$ cat config.mk
export PLATFORM = sky130hd
export DESIGN_NAME = seq_divider_4bit_flat
export DESIGN_NICKNAME = d
export VERILOG_FILES = /design/src/rtl/seq_divider_4bit_if.sv /design/src/rtl/seq_divider_4bit.sv /design/src/flat_wrapper.sv
export SDC_FILE = /design/constraint.sdc
export NUM_CORES = 1
export LEC_CHECK = 0
export ABC_AREA = 1
export CAP_MARGIN = 20
export CORE_MARGIN = 2
export CORE_UTILIZATION = 43
export DETAILED_ROUTE_END_ITERATION = 8
export PLACE_DENSITY = 0.67
export SETUP_SLACK_MARGIN = 0.05
export SYNTH_ARGS = -nofsm -noshare
export SYNTH_HDL_FRONTEND = slang
export SYNTH_SLANG_ARGS = --single-unit
$ cat constraint.sdc
create_clock -name clk -period 6 [get_ports clk]
set_input_delay 1.2 -clock clk [delete_from_list [all_inputs] [get_ports clk]]
set_output_delay 1.2 -clock clk [all_outputs]
set_load 0.02 [all_outputs]
$ cat src/rtl/seq_divider_4bit_if.sv
// Start/busy/done handshake bundle between the datapath and the 4-bit divider.
interface seq_divider_4bit_if;
    logic       start;
    logic [3:0] dividend;
    logic [3:0] divisor;
    logic       busy;
    logic       done;
    logic [3:0] quotient;
    logic [3:0] remainder;
    logic       div_by_zero;

    modport master (
        output start, dividend, divisor,
        input  busy, done, quotient, remainder, div_by_zero
    );

    modport slave (
        input  start, dividend, divisor,
        output busy, done, quotient, remainder, div_by_zero
    );
endinterface

$ cat src/rtl/seq_divider_4bit.sv
// Multi-cycle unsigned 4-bit restoring divider built around one shared
// ripple adder-subtractor that is reused on every iteration.
module Four_Bit_Adder_Subtractor (
    input  logic [3:0] a,
    input  logic [3:0] b,
    input  logic       c_in,
    output logic       c_out,
    output logic [3:0] sum
);
    logic [4:0] c;
    logic [3:0] bx;

    // c_in doubles as the mode bit: invert b and add one for a - b
    assign bx   = b ^ {4{c_in}};
    assign c[0] = c_in;

    genvar i;
    generate
        for (i = 0; i < 4; i++) begin : g_fa
            assign sum[i]  = a[i] ^ bx[i] ^ c[i];
            assign c[i+1]  = (a[i] & bx[i]) | (c[i] & (a[i] ^ bx[i]));
        end
    endgenerate

    assign c_out = c[4];
endmodule

module seq_divider_4bit #(
    parameter logic [3:0] DBZ_QUOTIENT = 4'hF
) (
    input  logic                clk,
    input  logic                rst,
    seq_divider_4bit_if.slave   bus
);
    typedef enum logic [1:0] {IDLE, CALC, DONE} state_t;

    state_t     state, state_nx;
    logic [3:0] d_reg, q_reg, r_reg;
    logic [1:0] step;
    logic [3:0] trial, diff, r_next, q_next;
    logic       no_borrow;
    logic [3:0] quotient_r, remainder_r;
    logic       dbz_r;

    // R stays <= 7 before the shift, so trial always fits in 4 bits
    assign trial = {r_reg[2:0], q_reg[3]};

    Four_Bit_Adder_Subtractor u_sub (
        .a     (trial),
        .b     (d_reg),
        .c_in  (1'b1),
        .c_out (no_borrow),
        .sum   (diff)
    );

    assign r_next = no_borrow ? diff : trial;
    assign q_next = {q_reg[2:0], no_borrow};

    always_ff @(posedge clk) begin
        if (rst) state <= IDLE;
        else     state <= state_nx;
    end

    always_comb begin
        state_nx = state;
        case (state)
            IDLE: if (bus.start) state_nx = (bus.divisor == 4'd0) ? DONE : CALC;
            CALC: if (step == 2'd3) state_nx = DONE;
            DONE: state_nx = IDLE;
            default: state_nx = IDLE;
        endcase
    end

    always_ff @(posedge clk) begin
        if (rst) begin
            d_reg       <= '0;
            q_reg       <= '0;
            r_reg       <= '0;
            step        <= '0;
            quotient_r  <= '0;
            remainder_r <= '0;
            dbz_r       <= 1'b0;
        end else begin
            case (state)
                IDLE: if (bus.start) begin
                    if (bus.divisor == 4'd0) begin
                        quotient_r  <= DBZ_QUOTIENT;
                        remainder_r <= bus.dividend;
                        dbz_r       <= 1'b1;
                    end else begin
                        d_reg <= bus.divisor;
                        q_reg <= bus.dividend;
                        r_reg <= '0;
                        step  <= '0;
                        dbz_r <= 1'b0;
                    end
                end
                CALC: begin
                    q_reg <= q_next;
                    r_reg <= r_next;
                    step  <= step + 2'd1;
                    if (step == 2'd3) begin
                        quotient_r  <= q_next;
                        remainder_r <= r_next;
                    end
                end
                default: ;
            endcase
        end
    end

    assign bus.busy        = (state == CALC);
    assign bus.done        = (state == DONE);
    assign bus.quotient    = quotient_r;
    assign bus.remainder   = remainder_r;
    assign bus.div_by_zero = dbz_r;
endmodule

$ cat src/flat_wrapper.sv
// flat-port wrapper written by rule: the top's interface ports become plain ports
module seq_divider_4bit_flat 
#(
    parameter logic [3:0] DBZ_QUOTIENT = 4'hF
)
  (clk, rst, bus_start, bus_dividend, bus_divisor, bus_busy, bus_done, bus_quotient, bus_remainder, bus_div_by_zero);
  seq_divider_4bit_if bus_i ();
  input  logic clk;
  input  logic rst;
  input wire logic [$bits(bus_i.start)-1:0] bus_start;
  input wire logic [$bits(bus_i.dividend)-1:0] bus_dividend;
  input wire logic [$bits(bus_i.divisor)-1:0] bus_divisor;
  output wire logic [$bits(bus_i.busy)-1:0] bus_busy;
  output wire logic [$bits(bus_i.done)-1:0] bus_done;
  output wire logic [$bits(bus_i.quotient)-1:0] bus_quotient;
  output wire logic [$bits(bus_i.remainder)-1:0] bus_remainder;
  output wire logic [$bits(bus_i.div_by_zero)-1:0] bus_div_by_zero;
  assign bus_i.start = bus_start;
  assign bus_i.dividend = bus_dividend;
  assign bus_i.divisor = bus_divisor;
  assign bus_busy = bus_i.busy;
  assign bus_done = bus_i.done;
  assign bus_quotient = bus_i.quotient;
  assign bus_remainder = bus_i.remainder;
  assign bus_div_by_zero = bus_i.div_by_zero;
  seq_divider_4bit #(.DBZ_QUOTIENT(DBZ_QUOTIENT)) u_core (.clk(clk), .rst(rst), .bus(bus_i));
endmodule
Word level (Yosys, flattened, before mapping)
Cells that the tools add are included.
W data, S select, Z words.
Storage, ports and cells
  register bits: 24
  input bits: 11
  output and inout port bits: 11
  word-level logic and storage cells: 68
Cells by class
  $add $sub $neg: 1
  eq/ne operators: 7
  muxes and demuxes: 23
  bitwise operators: 21
  reduce and logical (&&, ||, !) cells: 8
Operators with widths (count)
  $mux W4: 9
  $pmux W4 S2: 3
  $mux W2: 5
  $pmux W2 S2: 2
  $and A1 B1 Y1: 7
  $xor A1 B1 Y1: 7
  $mux W3: 2
  $pmux W3 S2: 1
  $reduce_and A3 Y1: 2
  $eq A2 B2 Y1 const B: 2
  $logic_not A4 Y1: 1
  $ne A2 B1 Y1 const B: 2
  $ne A2 B2 Y1 const B: 2
  $not A4 Y4: 1
  $or A1 B1 Y1: 4
  $reduce_and A2 Y1: 2
  $reduce_and A4 Y1: 1
  $add A2 B1 Y2 const B: 1
  $eq A2 B1 Y1 const B: 1
  $logic_not A2 Y1: 1
  $not A1 Y1: 2
  $reduce_bool A2 Y1: 1
  $mux W1: 1

Logic depth before layout (Yosys ltp)
Gate-level depths: netlist (run 1).
  depth after elaboration: 12
  depth in mapped cells: 14
  mapped depth without buffers: 13

Hierarchy
From an unflattened synthesis (run 1), not the netlist that was laid out.
Second synthesis, totals
  cells, all modules: 188
  area total of the unflattened synthesis: 1233.7 µm²
By module, submodules not included
  seq_divider_4bit: instances 1, cells an instance 161, area each 1083.5 µm², seq. area each 480.5 µm²
  Four_Bit_Adder_Subtractor: instances 1, cells an instance 27, area each 150.1 µm², seq. area each 0.0 µm²

Worst setup path after synthesis (run 1)
Ideal clock, no wire load.
  path type: register -> register
  from: register u_core.q_reg[3]
  to: register u_core.remainder_r[3], in the netlist u_core.bus.remainder[3]
  setup time: 0.114 ns
  arrival: 2.080 ns
  required time: 5.886 ns
  path slack: 3.806 ns
  stages on the path, launching flop included: 15
  buffers on the path: 1
  clock period less this slack: 2.194 ns
  path through: dfxtp_1 inv_1 ha_1 fa_1 inv_1 fa_1 inv_1 fa_1 clkbuf_1 nand2_1 o21ai_0 nand2_1 nand2_1 nor2_1 nor2_2
On the way
  cells in the longest elaborated chain, start to end: 11
  elaborated cells between the ends (all ways): 13
  classes of those cells: mux (3); bitwise (10)
Ends and longest elaborated chain
  start, declared: line seq_divider_4bit.sv:38  | logic [3:0] d_reg, q_reg, r_reg;
  start signal, assigned: line seq_divider_4bit.sv:92  | q_reg <= bus.dividend;
  start signal, assigned: line seq_divider_4bit.sv:99  | q_reg <= q_next;
  $and A1 B1 Y1 / $xor A1 B1 Y1 (equally long branches): line seq_divider_4bit.sv:21  | assign c[i+1] = (a[i] & bx[i]) | (c[i] & (a[i] ^ bx[i]));
  $or A1 B1 Y1 *: line seq_divider_4bit.sv:21
  $and A1 B1 Y1 *: line seq_divider_4bit.sv:21
  $or A1 B1 Y1 *: line seq_divider_4bit.sv:21
  $and A1 B1 Y1 *: line seq_divider_4bit.sv:21
  $or A1 B1 Y1 *: line seq_divider_4bit.sv:21
  $and A1 B1 Y1: line seq_divider_4bit.sv:21
  $or A1 B1 Y1: line seq_divider_4bit.sv:21
  $mux W4 *: line seq_divider_4bit.sv:56  | assign r_next = no_borrow ? diff : trial;
  $mux W4 *: line seq_divider_4bit.sv:102  | if (step == 2'd3) begin
  $pmux W4 S2 *: line seq_divider_4bit.sv:84  | case (state)
  end signal, assigned: line seq_divider_4bit.sv:88  | remainder_r <= bus.dividend;
  end signal, assigned: line seq_divider_4bit.sv:104  | remainder_r <= r_next;
  end, declared: line seq_divider_4bit.sv:42  | logic [3:0] quotient_r, remainder_r;
Every way passes the cells marked *; elsewhere a longest branch is shown, timed or not. The select of a mux whose other input is x is not followed.
A chain may end at the register's enable or synchronous reset.

Final worst setup path (run 1)
  from: register u_core.state[0]
  to: output port bus_busy
On the way
  cells in the longest elaborated chain, start to end: 1
Ends and longest elaborated chain
  start, declared: line seq_divider_4bit.sv:37  | state_t state, state_nx;
  start signal, assigned: line seq_divider_4bit.sv:61  | else state <= state_nx;
  $eq A2 B1 Y1: line seq_divider_4bit.sv:112  | assign bus.busy = (state == CALC);
  end, declared: line flat_wrapper.sv:13  | output wire logic [$bits(bus_i.busy)-1:0] bus_busy;
Every way passes these cells.

==> metrics.yaml, run 1 <==
ctsLongestPathBuffers: 2
worstHoldPathType: "reg2reg"
grt.met1_usage_pct: 21.67
dieArea_mm2: 0.003254
core_mm2: 0.002710
area_growth_pct: 22.96
drive_gt1_share_pct: 11.70
finish.utilization_pct: 54.89
synth.most_common_cell: "nand2_1"
maxCapViolCount: 0
clkSinkCount: 24
io_pins: 22
num_vias: 1085
diodes: 0
skew_ns: 0.01224
setup.worst_path.end_class: "output port"
async_reset_ff_share_pct: 0
synth_cell_types: 24
syn-instance-count: 167
fin_crit_ns: 2.979
top_usage_layer: "met2"
pre_cts_ws_ns: 3.410
cts_tree: "built"
grt_pass1_vias: 1034
dp_cells: 215
worstPathMaxFanout: 11
finalPower_w: 0.0004297
cts_buffers: 3
ys_ff_latch: 24
detail_route.iter0.violations: 26
ant_nets: 0
drt-total-wl_mm: 2.577
clock_latency_ns: 0.33
fp.dieW_um: 57.05
grt_usage_pct: 17.45
hold_buffers: 0
use_met2_pct: 30.05
slew_viol_final: 0
synthFlopType: "dfxtp_1"
period_share_pct: 49.64
relSlewSlack_pct: 70.45
vdd_drop_max_v: 0.0001815
crit_type: "reg2out"
max_slew.worst_pin.slew_ns: 0.4419
synth.top_cells.by_area: "dfxtp_1, nand2_1, nor2_1"
clockRootBuffer: "clkbuf_4"
grt_max_degree: 15
cts_resized: 0
syn_nets: 183
placement.io_buffers: 21
setup_viol: 0
synth_edf_count: 0
outcome: "complete, no violations"
hpwl_mm: 1.923
gp_congestion: 0.7757
cp.arrival_ns: 1.78
grtUsageMet3_pct: 2.268
vias_per_cell: 4.954
grt_pass1_wl_mm: 4.471
layout.nets: 205
power_density_mw_per_mm2: 288.8
wire_per_inst_um: 11.77
post-cts-setup-buffer-count: 0
grt_overflow: 0
die_h_um: 57.05
p_leak_nw: 0.6498
rows: 19
rsz0062_at_grt: "false"
clk_pin_slew_ns: 0.15
synth.avg_cell_area_um2: 7.245
initial_utilization_pct: 44.64
fmax_mhz: 335.7
layout.cells.non_filler: 219
hold_violations: 0
startpoint_type: "register"
setup_ws_ns: 3.021
synth-warning-count: 0
fillCellCount: 266
seq_area_frac_synth_pct: 39.71
htree_num_levels: 1
cp.required_ns: 4.80
final.setup.tns_ns: 0
synth_common_cells: "nand2_1, dfxtp_1, nor2_1, inv_1"
synth.top_cell.area_share_pct: 39.71
yosys.area.top_type: "dfxtp_1"
antenna_found_initial: 0
netlist_area_mm2: 0.001210
firstDrtPassIters: 4
drc: 0
[area by class of cell]
cell class              count  area [um2]  share of cell area (%)
inverters                  23       91.34                   6.140
flip-flops and latches     24       480.5                   32.30
clock buffers               3       22.52                   1.514
well taps                  31       38.79                   2.607
multi-input cells         116       614.3                   41.30
repair buffers             21       210.2                   14.13
clock inverters             1       30.03                   2.018
[routing by layer]
layer  wire length (um)  up-vias
met3                116        4
li1                   -      565
met4                 38        0
met2               1204       29
met5                  0        -
met1               1217      487
[layout by cell type (no fill, tap or decap), types with 4 or more instances in the layout]
cell | synthesis | layout
clkdlybuf4s50_1 | 0 | 21
o21ai_0 | 4 | 4
inv_1 | 19 | 19
a21oi_1 | 10 | 10
o21ai_1 | 10 | 10
nand4_1 | 4 | 4
nor2_1 | 24 | 24
nand2_1 | 43 | 43
dfxtp_1 | 24 | 24
[worst paths after layout]
path | endpoint | cells after the start | start | slack [ns]
setup / recovery | bus_busy | 3 | u_core.state[0] | 3.02
hold / removal | u_core.step[1] | 2 | u_core.step[1] | 0.48
setup reg to reg | u_core.bus.remainder[1] | 13 | u_core.q_reg[3] | 3.62
hold reg to reg | u_core.step[1] | 2 | u_core.step[1] | 0.48
[through the flow]
stage                     cell area (um2)  hold WS (ns)
after floorplan                      1210        0.4433
after global placement               1435        0.4517
after detailed placement             1435        0.4672
after CTS                            1488        0.4872
after global routing                 1488        0.5115
final                                1488        0.4843
[power by group]
| group | internal, W | leakage (nW) | switching (W) |
|---|---|---|---|
| registers | 0.000176 | 0.197 | 0.0000107 |
| logic | 0.0000489 | 0.425 | 0.0000737 |
| clock network | 0.0000676 | 0.0279 | 0.0000526 |
| total | 0.000293 | 0.650 | 0.000137 |
[cell families after synthesis]
group | share of synthesized area, %
AND/OR/NAND/NOR | 30.30
AO/OA/AOI/OAI | 13.44
buffers and inverters | 9.514
flip-flops | 39.71
adder cells (fa/ha/maj) | 7.032
[critical path, cell delays in order, from the launching register on]
cell             delay (ns)
dfxtp_1                0.46
nand2_2                0.22
inv_6                  0.15
clkdlybuf4s50_1        0.61
No activity file was read; power rests on OpenSTA's default activity.
==> inputs of run 2 (changes only) <==
--- a/config.mk
+++ b/config.mk
@@ -10,7 +10,7 @@
 export CORE_MARGIN = 2
 export CORE_UTILIZATION = 43
 export DETAILED_ROUTE_END_ITERATION = 8
-export PLACE_DENSITY = 0.67
+export PLACE_DENSITY = 0.69
 export SETUP_SLACK_MARGIN = 0.05
 export SYNTH_ARGS = -nofsm -noshare
 export SYNTH_HDL_FRONTEND = slang
==> constraint.sdc (replaced) <==
create_clock -name clk -period 2.55 [get_ports clk]
set_input_delay 0.51 -clock clk [delete_from_list [all_inputs] [get_ports clk]]
set_output_delay 0.51 -clock clk [all_outputs]
set_load 0.02 [all_outputs]
==> metrics.yaml, run 2 (synthesized netlist as in run 1, its figures left out) <==
outcome: "complete, no violations"
slew_viol_final: 0  # unchanged
final_common_cell: "nand2_1"
crit_start: "u_core.q_reg[3]"
reg2regPathDepth: 12  # -1
rsz0062_at_grt: "false"
drive_gt1_share_pct: 12.70  # +1.0 points
ctsLongestPathBuffers: 2  # unchanged
area_growth_pct: 22.44
htree_num_levels: 1  # unchanged
worstHoldPathType: "reg2reg"
gp_congestion: 0.7575  # -2.3%
setup.worst_path.end_class: "register"
post-cts-setup-buffer-count: 0  # unchanged
num_vias: 1096  # +1.0%
crit_type: "reg2reg"
fp.dieW_um: 57.05  # unchanged
setup_viol: 0  # unchanged
grt_pass1_vias: 1085  # +4.9%
firstDrtPassIters: 4  # unchanged
worstPathMaxFanout: 10  # -1
dieArea_mm2: 0.003254  # unchanged
hold_violations: 0  # unchanged
cts_tree: "built"
power_density_mw_per_mm2: 628.5  # +120%
final.setup.tns_ns: 0  # unchanged
diodes: 0  # unchanged
cts_resized: 0  # unchanged
skew_ns: 0.002172  # -0.01007 ns
clk_pin_slew_ns: 0.13  # -0.02 ns
cp.arrival_ns: 2.56  # +0.78 ns
drc: 0  # unchanged
drt-total-wl_mm: 2.554  # -0.89%
grt_overflow: 0  # unchanged
grt_usage_pct: 17.41  # -0.047 points
cp.required_ns: 2.81  # -1.99 ns
layout.nets: 206  # +0.49%
clkSinkCount: 24  # unchanged
timing.hold.ws_ns: 0.4831  # -0.001130 ns
endpoint: "u_core.bus.remainder[3]"
io_pins: 22  # unchanged
maxCapViolCount: 0  # unchanged
initial_utilization_pct: 44.64  # unchanged
wire_per_inst_um: 11.61  # -1.3%
clockRootBuffer: "clkbuf_4"
layout_common_cells: "nand2_1, nor2_1, dfxtp_1, clkdlybuf4s50_1, inv_1"
fmax_mhz: 435.0
max_slew.worst_pin.slew_ns: 0.3939  # -0.04803 ns
detail_route.iter0.violations: 56  # +120%
hpwl_mm: 1.985  # +3.2%
reg2reg_from: "u_core.q_reg[3]"
grt_max_degree: 15  # unchanged
core_mm2: 0.002710  # unchanged
period_share_pct: 90.16
reg2reg_to: "u_core.bus.remainder[3]"
ant_nets: 0  # unchanged
relSlewSlack_pct: 73.71  # +3.3 points
startpoint_type: "register"
vdd_drop_max_v: 0.0004032  # +120%
fin_crit_ns: 2.299
die_h_um: 57.05  # unchanged
antenna_found_initial: 0  # unchanged
grt_pass1_wl_mm: 4.512  # +0.92%
placement.io_buffers: 21  # unchanged
vias_per_cell: 4.982  # +0.55%
hold_buffers: 0  # unchanged
cts_buffers: 3  # unchanged
rows: 19  # unchanged
clock_latency_ns: 0.31  # -0.02 ns
p_leak_nw: 0.6468  # -0.46%
r2r_slack_ns: 0.25  # -3.37 ns
-- run 2: worst min path at each step --
stage / from / end / slack, ns / depth (start not counted)
after global routing: u_core.d_reg[0] / u_core.d_reg[0] / 0.51 / 2
final: u_core.bus.quotient[3] / u_core.bus.quotient[3] / 0.48 / 2
after CTS: u_core.d_reg[2] / u_core.d_reg[2] / 0.49 / 2
after floorplan: u_core.step[1] / u_core.step[1] / 0.44 / 2
after detailed placement: u_core.bus.quotient[3] / u_core.bus.quotient[3] / 0.46 / 2
after global placement: u_core.step[1] / u_core.step[1] / 0.45 / 2
-- run 2: final cells by class --
cell class / instances / area, um2
clock buffer: 4 / 36.28
fill: 282 / 1229
inverter: 23 / 91.34
multi-input combinational: 116 / 616.8
sequential: 24 / 480.5
tap: 31 / 38.79
timing repair buffer: 22 / 217.7
-- run 2: stage by stage --
step	instances	setup slack [ns]	power, W	util (%)	instance area (um2)
after floorplan	167	0.3556	0.0006419	-	1210
after global placement	216	0.2514	0.0007291	53.23	1443
after detailed placement	216	0.1707	0.0007371	53.23	1443
after CTS	220	0.1513	0.0009345	54.57	1479
after global routing	220	0.06642	0.0009868	54.66	1481
final	220	0.2510	0.0009310	54.66	1481
-- run 2: worst max-delay path, cell delays in order, from the launching register on --
cell and delay, ns:
dfxtp_1 0.38, inv_1 0.05, ha_1 0.21, fa_1 0.37, inv_1 0.08, fa_1 0.15
inv_1 0.05, fa_2 0.41, o21ai_0 0.26, nand2_1 0.09, nand2_1 0.07, nor2_1 0.05
nor2_2 0.08
-- run 2: power breakdown --
group / internal (W) / switching [W]
clock network: 0.0000872 / 0.000113
logic: 0.000118 / 0.000174
registers: 0.000414 / 0.0000247
-- run 2: metal layers --
metal	share of wire, %	routed length [um]	up-vias	GRT usage [%]
met1	48	1223	500	22.52
met4	1.6	41	0	8.306
met5	0	0	-	0
li1	-	-	566	-
met3	4.6	118	4	3.855
met2	46	1170	26	27.59
==> inputs of run 3 (changes only) <==
--- a/config.mk
+++ b/config.mk
@@ -8,10 +8,11 @@
 export ABC_AREA = 1
 export CAP_MARGIN = 20
 export CORE_MARGIN = 2
-export CORE_UTILIZATION = 43
+export CORE_UTILIZATION = 40
 export DETAILED_ROUTE_END_ITERATION = 8
-export PLACE_DENSITY = 0.69
+export PLACE_DENSITY = 0.65
 export SETUP_SLACK_MARGIN = 0.05
+export SKIP_LAST_GASP = 1
 export SYNTH_ARGS = -nofsm -noshare
 export SYNTH_HDL_FRONTEND = slang
 export SYNTH_SLANG_ARGS = --single-unit
==> metrics.yaml, run 3 (synthesized netlist as in run 1, its figures left out) <==
clockRootBuffer: "clkbuf_4"
p_clk_share_pct: 22.2  # +0.7 points
power_density_mw_per_mm2: 633.2  # +0.76%
post-cts-setup-buffer-count: 0  # unchanged
p_seq_share_pct: 46.9  # -0.3 points
hpwl_mm: 1.969  # -0.82%
grt_overflow: 0  # unchanged
rows: 19  # unchanged
grt_pass1_wl_mm: 4.581  # +1.5%
r2r_slack_ns: 0.31  # +0.06 ns
cts_tree: "built"
grt_max_degree: 15  # unchanged
maxCapViolCount: 0  # unchanged
io_pins: 22  # unchanged
htree_num_levels: 1  # unchanged
vias_per_cell: 4.836  # -2.9%
fp.dieW_um: 59.00  # +3.4%
setup_viol: 0  # unchanged
grt_pass1_vias: 1092  # +0.65%
wire_per_inst_um: 11.75  # +1.3%
diodes: 0  # unchanged
setup.worst_path.end_class: "output port"
num_vias: 1064  # -2.9%
vdd_drop_max_v: 0.0005229  # +30%
worstPathMaxFanout: 11  # +1
p_leak_nw: 0.6468  # unchanged
firstDrtPassIters: 4  # unchanged
skew_ns: 0.008416  # +0.006244 ns
drc: 0  # unchanged
startpoint_type: "register"
drive_gt1_share_pct: 12.70  # unchanged
antenna_found_initial: 0  # unchanged
hold_buffers: 0  # unchanged
gp_congestion: 0.7925  # +4.6%
layout.nets: 206  # unchanged
core_mm2: 0.002805  # +3.5%
clk_pin_slew_ns: 0.13  # about the same
ant_nets: 0  # unchanged
hold_violations: 0  # unchanged
outcome: "complete, no violations"
initial_utilization_pct: 43.13  # -1.5 points
power_switching_w: 0.0003188  # +2.2%
period_share_pct: 88.87  # -1.3 points
drt-total-wl_mm: 2.586  # +1.3%
grt_usage_pct: 17.14  # -0.27 points
relSlewSlack_pct: 74.30  # +0.58 points
area_growth_pct: 22.44  # unchanged
fmax_mhz: 441.3  # +1.4%
power_frac_comb_pct: 30.9  # -0.4 points
clkSinkCount: 24  # unchanged
rsz0062_at_grt: "false"
layout_common_cells: "nand2_1, nor2_1, dfxtp_1, clkdlybuf4s50_1, inv_1"
fin_crit_ns: 2.266  # -0.03280 ns
cts_resized: 0  # unchanged
ctsLongestPathBuffers: 2  # unchanged
cp.required_ns: 2.04  # -0.77 ns
final.setup.tns_ns: 0  # unchanged
die_h_um: 59.00  # +3.4%
crit_type: "reg2out"
worstHoldPathType: "reg2reg"
placement.io_buffers: 21  # unchanged
p_sw_share_pct: 33.98  # +0.47 points
cp.arrival_ns: 1.76  # -0.80 ns
internal-power_w: 0.0006193  # about the same
dieArea_mm2: 0.003480  # +7.0%
cts_buffers: 3  # unchanged
max_slew.worst_pin.slew_ns: 0.3851  # -0.008762 ns
clock_latency_ns: 0.32  # about the same
final_common_cell: "nand2_1"
timing.hold.ws_ns: 0.4808  # -0.002310 ns
slew_viol_final: 0  # unchanged
detail_route.iter0.violations: 39  # -30%
-- run 3: power groups by stage --
stage	sequential, W	clock, W	combinational, W
global placement	0.000446	0	0.000286
CTS	0.000440	0.000214	0.000290
finish	0.000440	0.000209	0.000290
floorplan	0.000465	0	0.000177
global route	0.000444	0.000223	0.000331
detailed placement	0.000448	0	0.000289
-- run 3: path summary, 6_finish.rpt --
path / from / endpoint / cells after the start
setup / recovery: u_core.state[0] / bus_busy / 3
hold / removal: u_core.step[1] / u_core.step[1] / 2
setup reg to reg: u_core.q_reg[3] / u_core.bus.remainder[0] / 13
hold reg to reg: u_core.step[1] / u_core.step[1] / 2
-- run 3: through the flow --
stage	total power [W]	cells	instance area [um2]	util (%)	setup slack (ns)
after floorplan	0.0006419	167	1210	-	0.3556
after global placement	0.0007323	216	1443	51.43	0.2720
after detailed placement	0.0007368	216	1443	51.43	0.2078
after CTS	0.0009438	220	1479	52.72	0.1887
after global routing	0.0009987	220	1481	52.81	0.08843
final	0.0009381	220	1481	52.81	0.2838
-- run 3: layout make-up --
cell class / instances / area, um2
fill: 303 / 1324
multi-input combinational: 116 / 616.8
sequential: 24 / 480.5
timing repair buffer: 22 / 217.7
inverter: 23 / 91.34
tap: 31 / 38.79
clock buffer: 4 / 36.28
-- run 3: layer usage --
metal / GRT usage [%] / routed length [um] / vias to the layer above
met5: 0 / 0 / -
met4: 5.844 / 17 / 0
met3: 4.585 / 105 / 2
met2: 27.14 / 1206 / 19
met1: 22.59 / 1256 / 474
li1: - / - / 569
-- run 3: worst max-delay path, cell delays in order, from the launching register on --
cell and delay [ns]:
dfxtp_1 0.46, nand2_2 0.22, inv_6 0.15, clkdlybuf4s50_1 0.61
